$ cat src/rtl/turn_sequencer.sv
// Turn-flow controller: waits for a flip, holds the reveal window, then keeps the turn or pulses next_turn.
// Define TURN_SEQ_ACK_CHECK_EN to confirm that cur_turn moved after each advance pulse.
module turn_sequencer #(
    parameter int unsigned REVEAL_CYCLES = 50000000,
    parameter int unsigned ACK_TIMEOUT   = 4
) (
    input  logic       clk,
    input  logic       rst_n,
    input  logic [1:0] N,
    input  logic [1:0] cur_turn,
    input  logic       game_start,
    input  logic       game_over,
    input  logic       flip_valid,
    input  logic       flip_match,
    output logic       next_turn,
    output logic       reveal,
    output logic [3:0] streak,
    output logic [7:0] turn_count,
    output logic       cfg_err,
    output logic       turn_err
);

    localparam logic [2:0] S_IDLE      = 3'd0;
    localparam logic [2:0] S_WAIT_FLIP = 3'd1;
    localparam logic [2:0] S_REVEAL    = 3'd2;
    localparam logic [2:0] S_ADVANCE   = 3'd3;
    localparam logic [2:0] S_DONE      = 3'd5;

    localparam logic [25:0] REVEAL_LOAD = 26'(REVEAL_CYCLES - 1);

    logic [2:0]  state;
    logic [2:0]  state_nxt;
    logic [25:0] cnt;
    logic        match_q;
    logic        start_ok;
    logic        start_bad;
    logic        at_rest;

    assign start_ok  = game_start && (N != 2'b11);
    assign start_bad = game_start && (N == 2'b11);
    assign at_rest   = (state == S_IDLE) || (state == S_DONE);

`ifdef TURN_SEQ_ACK_CHECK_EN
    localparam logic [2:0] S_ACK_WAIT = 3'd4;
    localparam logic [3:0] ACK_LAST   = 4'(ACK_TIMEOUT - 1);

    logic [1:0] turn_q;
    logic [3:0] ack_cnt;
    logic       ack_seen;
    logic       ack_expired;

    assign ack_seen    = (cur_turn != turn_q);
    // ack_cnt is 1 in the first ACK_WAIT cycle, so turn_err lands ACK_TIMEOUT cycles after the pulse
    assign ack_expired = (state == S_ACK_WAIT) && !game_over && !ack_seen && (ack_cnt >= ACK_LAST);
`endif

    always_comb begin
        state_nxt = state;
        case (state)
            S_IDLE, S_DONE: begin
                if (start_ok) state_nxt = S_WAIT_FLIP;
            end
            S_WAIT_FLIP: begin
                if (game_over)       state_nxt = S_DONE;
                else if (flip_valid) state_nxt = S_REVEAL;
            end
            S_REVEAL: begin
                if (game_over)       state_nxt = S_DONE;
                else if (cnt == '0)  state_nxt = match_q ? S_WAIT_FLIP : S_ADVANCE;
            end
`ifdef TURN_SEQ_ACK_CHECK_EN
            S_ADVANCE: state_nxt = S_ACK_WAIT;
            S_ACK_WAIT: begin
                if (game_over)                   state_nxt = S_DONE;
                else if (ack_seen || ack_expired) state_nxt = S_WAIT_FLIP;
            end
`else
            S_ADVANCE: state_nxt = S_WAIT_FLIP;
`endif
            default: state_nxt = S_IDLE;
        endcase
    end

    // reveal and next_turn are registered from the next state so both come straight from flops
    always_ff @(posedge clk or negedge rst_n) begin
        if (!rst_n) begin
            state      <= S_IDLE;
            cnt        <= '0;
            match_q    <= 1'b0;
            reveal     <= 1'b0;
            next_turn  <= 1'b0;
            streak     <= '0;
            turn_count <= '0;
            cfg_err    <= 1'b0;
        end else begin
            state     <= state_nxt;
            reveal    <= (state_nxt == S_REVEAL);
            next_turn <= (state_nxt == S_ADVANCE);

            if (at_rest) begin
                if (start_ok) begin
                    cfg_err    <= 1'b0;
                    streak     <= '0;
                    turn_count <= '0;
                end else if (start_bad) begin
                    cfg_err <= 1'b1;
                end
            end

            if ((state == S_WAIT_FLIP) && (state_nxt == S_REVEAL)) begin
                match_q <= flip_match;
                cnt     <= REVEAL_LOAD;
            end else if ((state == S_REVEAL) && (cnt != '0)) begin
                cnt <= cnt - 26'd1;
            end

            if ((state == S_REVEAL) && (state_nxt == S_WAIT_FLIP) && (streak != 4'd15))
                streak <= streak + 4'd1;

            if (state_nxt == S_ADVANCE) begin
                streak     <= '0;
                turn_count <= turn_count + 8'd1;
            end
        end
    end

`ifdef TURN_SEQ_ACK_CHECK_EN
    // turn_q is captured on entry to ADVANCE so an immediate register response is still seen
    always_ff @(posedge clk or negedge rst_n) begin
        if (!rst_n) begin
            turn_q   <= '0;
            ack_cnt  <= '0;
            turn_err <= 1'b0;
        end else begin
            if (state_nxt == S_ADVANCE)
                turn_q <= cur_turn;

            if (state == S_ADVANCE)
                ack_cnt <= 4'd1;
            else if ((state == S_ACK_WAIT) && (ack_cnt != 4'hF))
                ack_cnt <= ack_cnt + 4'd1;

            if (at_rest && start_ok)
                turn_err <= 1'b0;
            else if (ack_expired)
                turn_err <= 1'b1;
        end
    end
`else
    localparam int unsigned UNUSED_ACK_TIMEOUT = ACK_TIMEOUT;
    logic unused_cur_turn;
    assign unused_cur_turn = ^cur_turn;
    assign turn_err        = 1'b0;
`endif

endmodule

$ cat config.mk
export PLATFORM = sky130hd
export DESIGN_NAME = turn_sequencer
export DESIGN_NICKNAME = d
export VERILOG_FILES = /design/src/rtl/turn_sequencer.sv
export SDC_FILE = /design/constraint.sdc
export NUM_CORES = 1
export LEC_CHECK = 0
export ABC_AREA = 1
export CAP_MARGIN = 0
export CORE_MARGIN = 8
export CORE_UTILIZATION = 35
export DETAILED_ROUTE_END_ITERATION = 10
export PLACE_DENSITY = 0.58
export SLEW_MARGIN = 20
export SYNTH_ARGS = -nofsm -noshare
export SYNTH_HDL_FRONTEND = slang
export SYNTH_SLANG_ARGS = --single-unit
$ cat constraint.sdc
create_clock -name clk -period 4.7 [get_ports clk]
set_clock_uncertainty 0.05 [all_clocks]
set_input_delay 0.47 -clock clk [delete_from_list [all_inputs] [get_ports clk]]
set_output_delay 0.47 -clock clk [all_outputs]
set_load 0.005 [all_outputs]
==> results_dict.tcl <==
set metrics [dict create \
    crit_type "input port to register" \
    grt_pass1_vias 2199 \
    antenna_found_initial 0 \
    yosys.area.top_type "dfrtp_1" \
    cts_inserted_buffers 5 \
    slew_viol_final 0 \
    crit_path_cell_trace "clkdlybuf4s50_1 > a211oi_2 > inv_2 > nand2_1 > o21ai_0 > o21ai_0" \
    synthToLayoutAreaGrowth_pct 15.18 \
    n_fill_cell 758 \
    syn_area_per_cell_um2 7.991 \
    ys.flop_type "dfrtp_1" \
    ctsHtreeMaxLevel 2 \
    vdd_drop_max_uv 195.8 \
    synth_commonest_cells "56 x nand2_1, 45 x dfrtp_1, 36 x nor2_1" \
    place_hpwl_mm 4.234 \
    synth-seq-cells 45 \
    clk_pin_slew_ns 0.09 \
    max_cap_viol_count 0 \
    syn_nets 344 \
    worstPathMaxFanout 18 \
    static-leakage-power_nw 1.322 \
    finalCriticalPeriod_ns 2.536 \
    finalSetupViolations 0 \
    ant_nets 0 \
    max-clock-path-buffers 2 \
    initial_core_util_pct 36.27 \
    post-route-drc-count 0 \
    holdBufCountCts 0 \
    yosysMostFrequentCell "nand2_1" \
    tightest_slew_ns 0.9353 \
    drt-pass1-iter-count 4 \
    synth_top_area_share_pct 42.57 \
    hold_violations 0 \
    relSlewSlack_pct 37.53 \
    cts_tree "done" \
    ys_types 38 \
    grt_pass1_wl_mm 10.08 \
    final.setup.tns_ns 0 \
    rsz0062_at_grt "no" \
    ctsResizeCount 0 \
    drt_iter0_drc 110 \
    die_h_um 102.9 \
    post_cts_buffers 0 \
    viasPerCell 4.870 \
    cts_root_buffer "clkbuf_8" \
    synthCells 331 \
    cpPeakStageDelay_ns 0.85 \
    clock_latency_ns 0.30 \
    vias 2216 \
    status "complete, no violations" \
    wl_mm 5.667 \
    globalplace.congestion 0.8029 \
    crit_path_start_kind "input port" \
    synth_edf_count 0 \
    finalNetCount 368 \
    p_per_area_nw_per_um2 380.0 \
    synth_area_um2 2645 \
    fmax_mhz 394.3 \
    synth_warnings 0 \
    synth-async-reset-ratio_pct 100.0 \
    slowest_stage "a211oi_2" \
    num_rows 31 \
    dieArea_um2 10590 \
    wl_per_cell_um 12.45 \
    core_area_um2 7292 \
    min_period_over_period_pct 53.97 \
    required_ns 4.88 \
    holdWs_ns 0.09901 \
    end_kind "register" \
    grt_max_degree 46 \
    yosys-top-cells-area "dfrtp_1 43%, nand2_1 7.9%, nand3_1 6.1%" \
    port_buffers 22 \
    io_pins 26 \
    antennaDiodeCount 0 \
    grt_overflow 0 \
    dieWidth_um 102.9 \
    hp-class "input port to asynchronous set/reset pin" \
    worst_path_most_repeated_cell "o21ai_0" \
    grt_use_total_pct 11.90 \
    ys_seq_area_share_pct 42.57 \
    crit_arrival_ns 2.71 \
    cts_sinks 45 \
    drive_gt1_share_pct 14.33 \
]
-- cell usage in the layout (no fill, tap or decap), types with 5 or more instances in the layout --
master and count:
clkbuf_8 5, inv_2 12, nor2_1 36, nand4_1 11, clkdlybuf4s50_1 21, xor2_1 12
nand2_2 8, dfrtp_1 45, inv_1 29, a21oi_1 8, nor3_1 12, o21ai_0 18
nand2_1 56, xnor2_1 5, nand3_1 32
-- kinds of logic after synthesis --
group | Yosys count | synth area share, %
AO/OA/AOI/OAI | 36 | 8.137
adder cells (fa/ha/maj) | 3 | 1.419
buffers and inverters | 47 | 7.237
flip-flops | 45 | 42.57
AND/OR/NAND/NOR | 182 | 34.86
other | 1 | 0.1418
XOR/XNOR | 17 | 5.629
-- where the power goes --
part           internal [mW]  switching [mW]
Combinational          0.143           0.249
Sequential             0.448          0.0612
Clock                  0.109           0.148
Total                  0.700           0.458
-- layer usage --
metal	track usage, %	wire length [um]	vias up
met5	0	0	-
met4	3.782	72	0
met3	3.106	218	5
met2	18.91	2518	24
met1	15.36	2858	1060
li1	-	-	1127
-- metrics by stage --
step           area [um2]  total power, mW  setup slack, ns  util (%)  instances
2_1_floorplan        2645           0.7911            2.889         -        331
3_3_place_gp         2950           0.9077            1.840     40.46        447
3_5_place_dp         2950           0.9144            1.777     40.46        447
4_1_cts              3044            1.175            2.132     41.75        455
5_1_grt              3047            1.246            1.913     41.78        455
6_report             3047            1.158            2.164     41.78        455
-- critical path: cells and delay by family --
family / cells / cell delay [ns]
AO/OA/AOI/OAI: 3 / 1.06
AND/OR/NAND/NOR: 1 / 0.25
buffers and inverters: 2 / 0.93
-- worst paths after layout --
check	from	endpoint	slack [ns]	cells after the start
min reg2reg	match_q	match_q	0.47	2
max	game_over	cnt[23]	2.16	6
min in group clk	match_q	match_q	0.47	2
max in group asynchronous	rst_n	cnt[12]	4.10	1
max reg2reg	state[2]	cnt[23]	2.28	7
min	rst_n	cnt[21]	0.1	1
-- layout make-up --
cell class | instances | area, um2 | share of cell area (%)
multi-input cells | 239 | 1328 | 43.57
repair buffers | 22 | 217.7 | 7.146
clock inverters | 3 | 25.02 | 0.8214
well taps | 99 | 123.9 | 4.066
inverters | 42 | 157.7 | 5.175
clock buffers | 5 | 68.82 | 2.259
flip-flops and latches | 45 | 1126 | 36.96
-- flip-flops by register name, summed over array words and instances (netlist names) --
name and count:
cnt 26, match_q 1, streak 4, turn_count 8
reveal 1, next_turn 1, state 3, cfg_err 1
(Power assumes the default switching activity.)
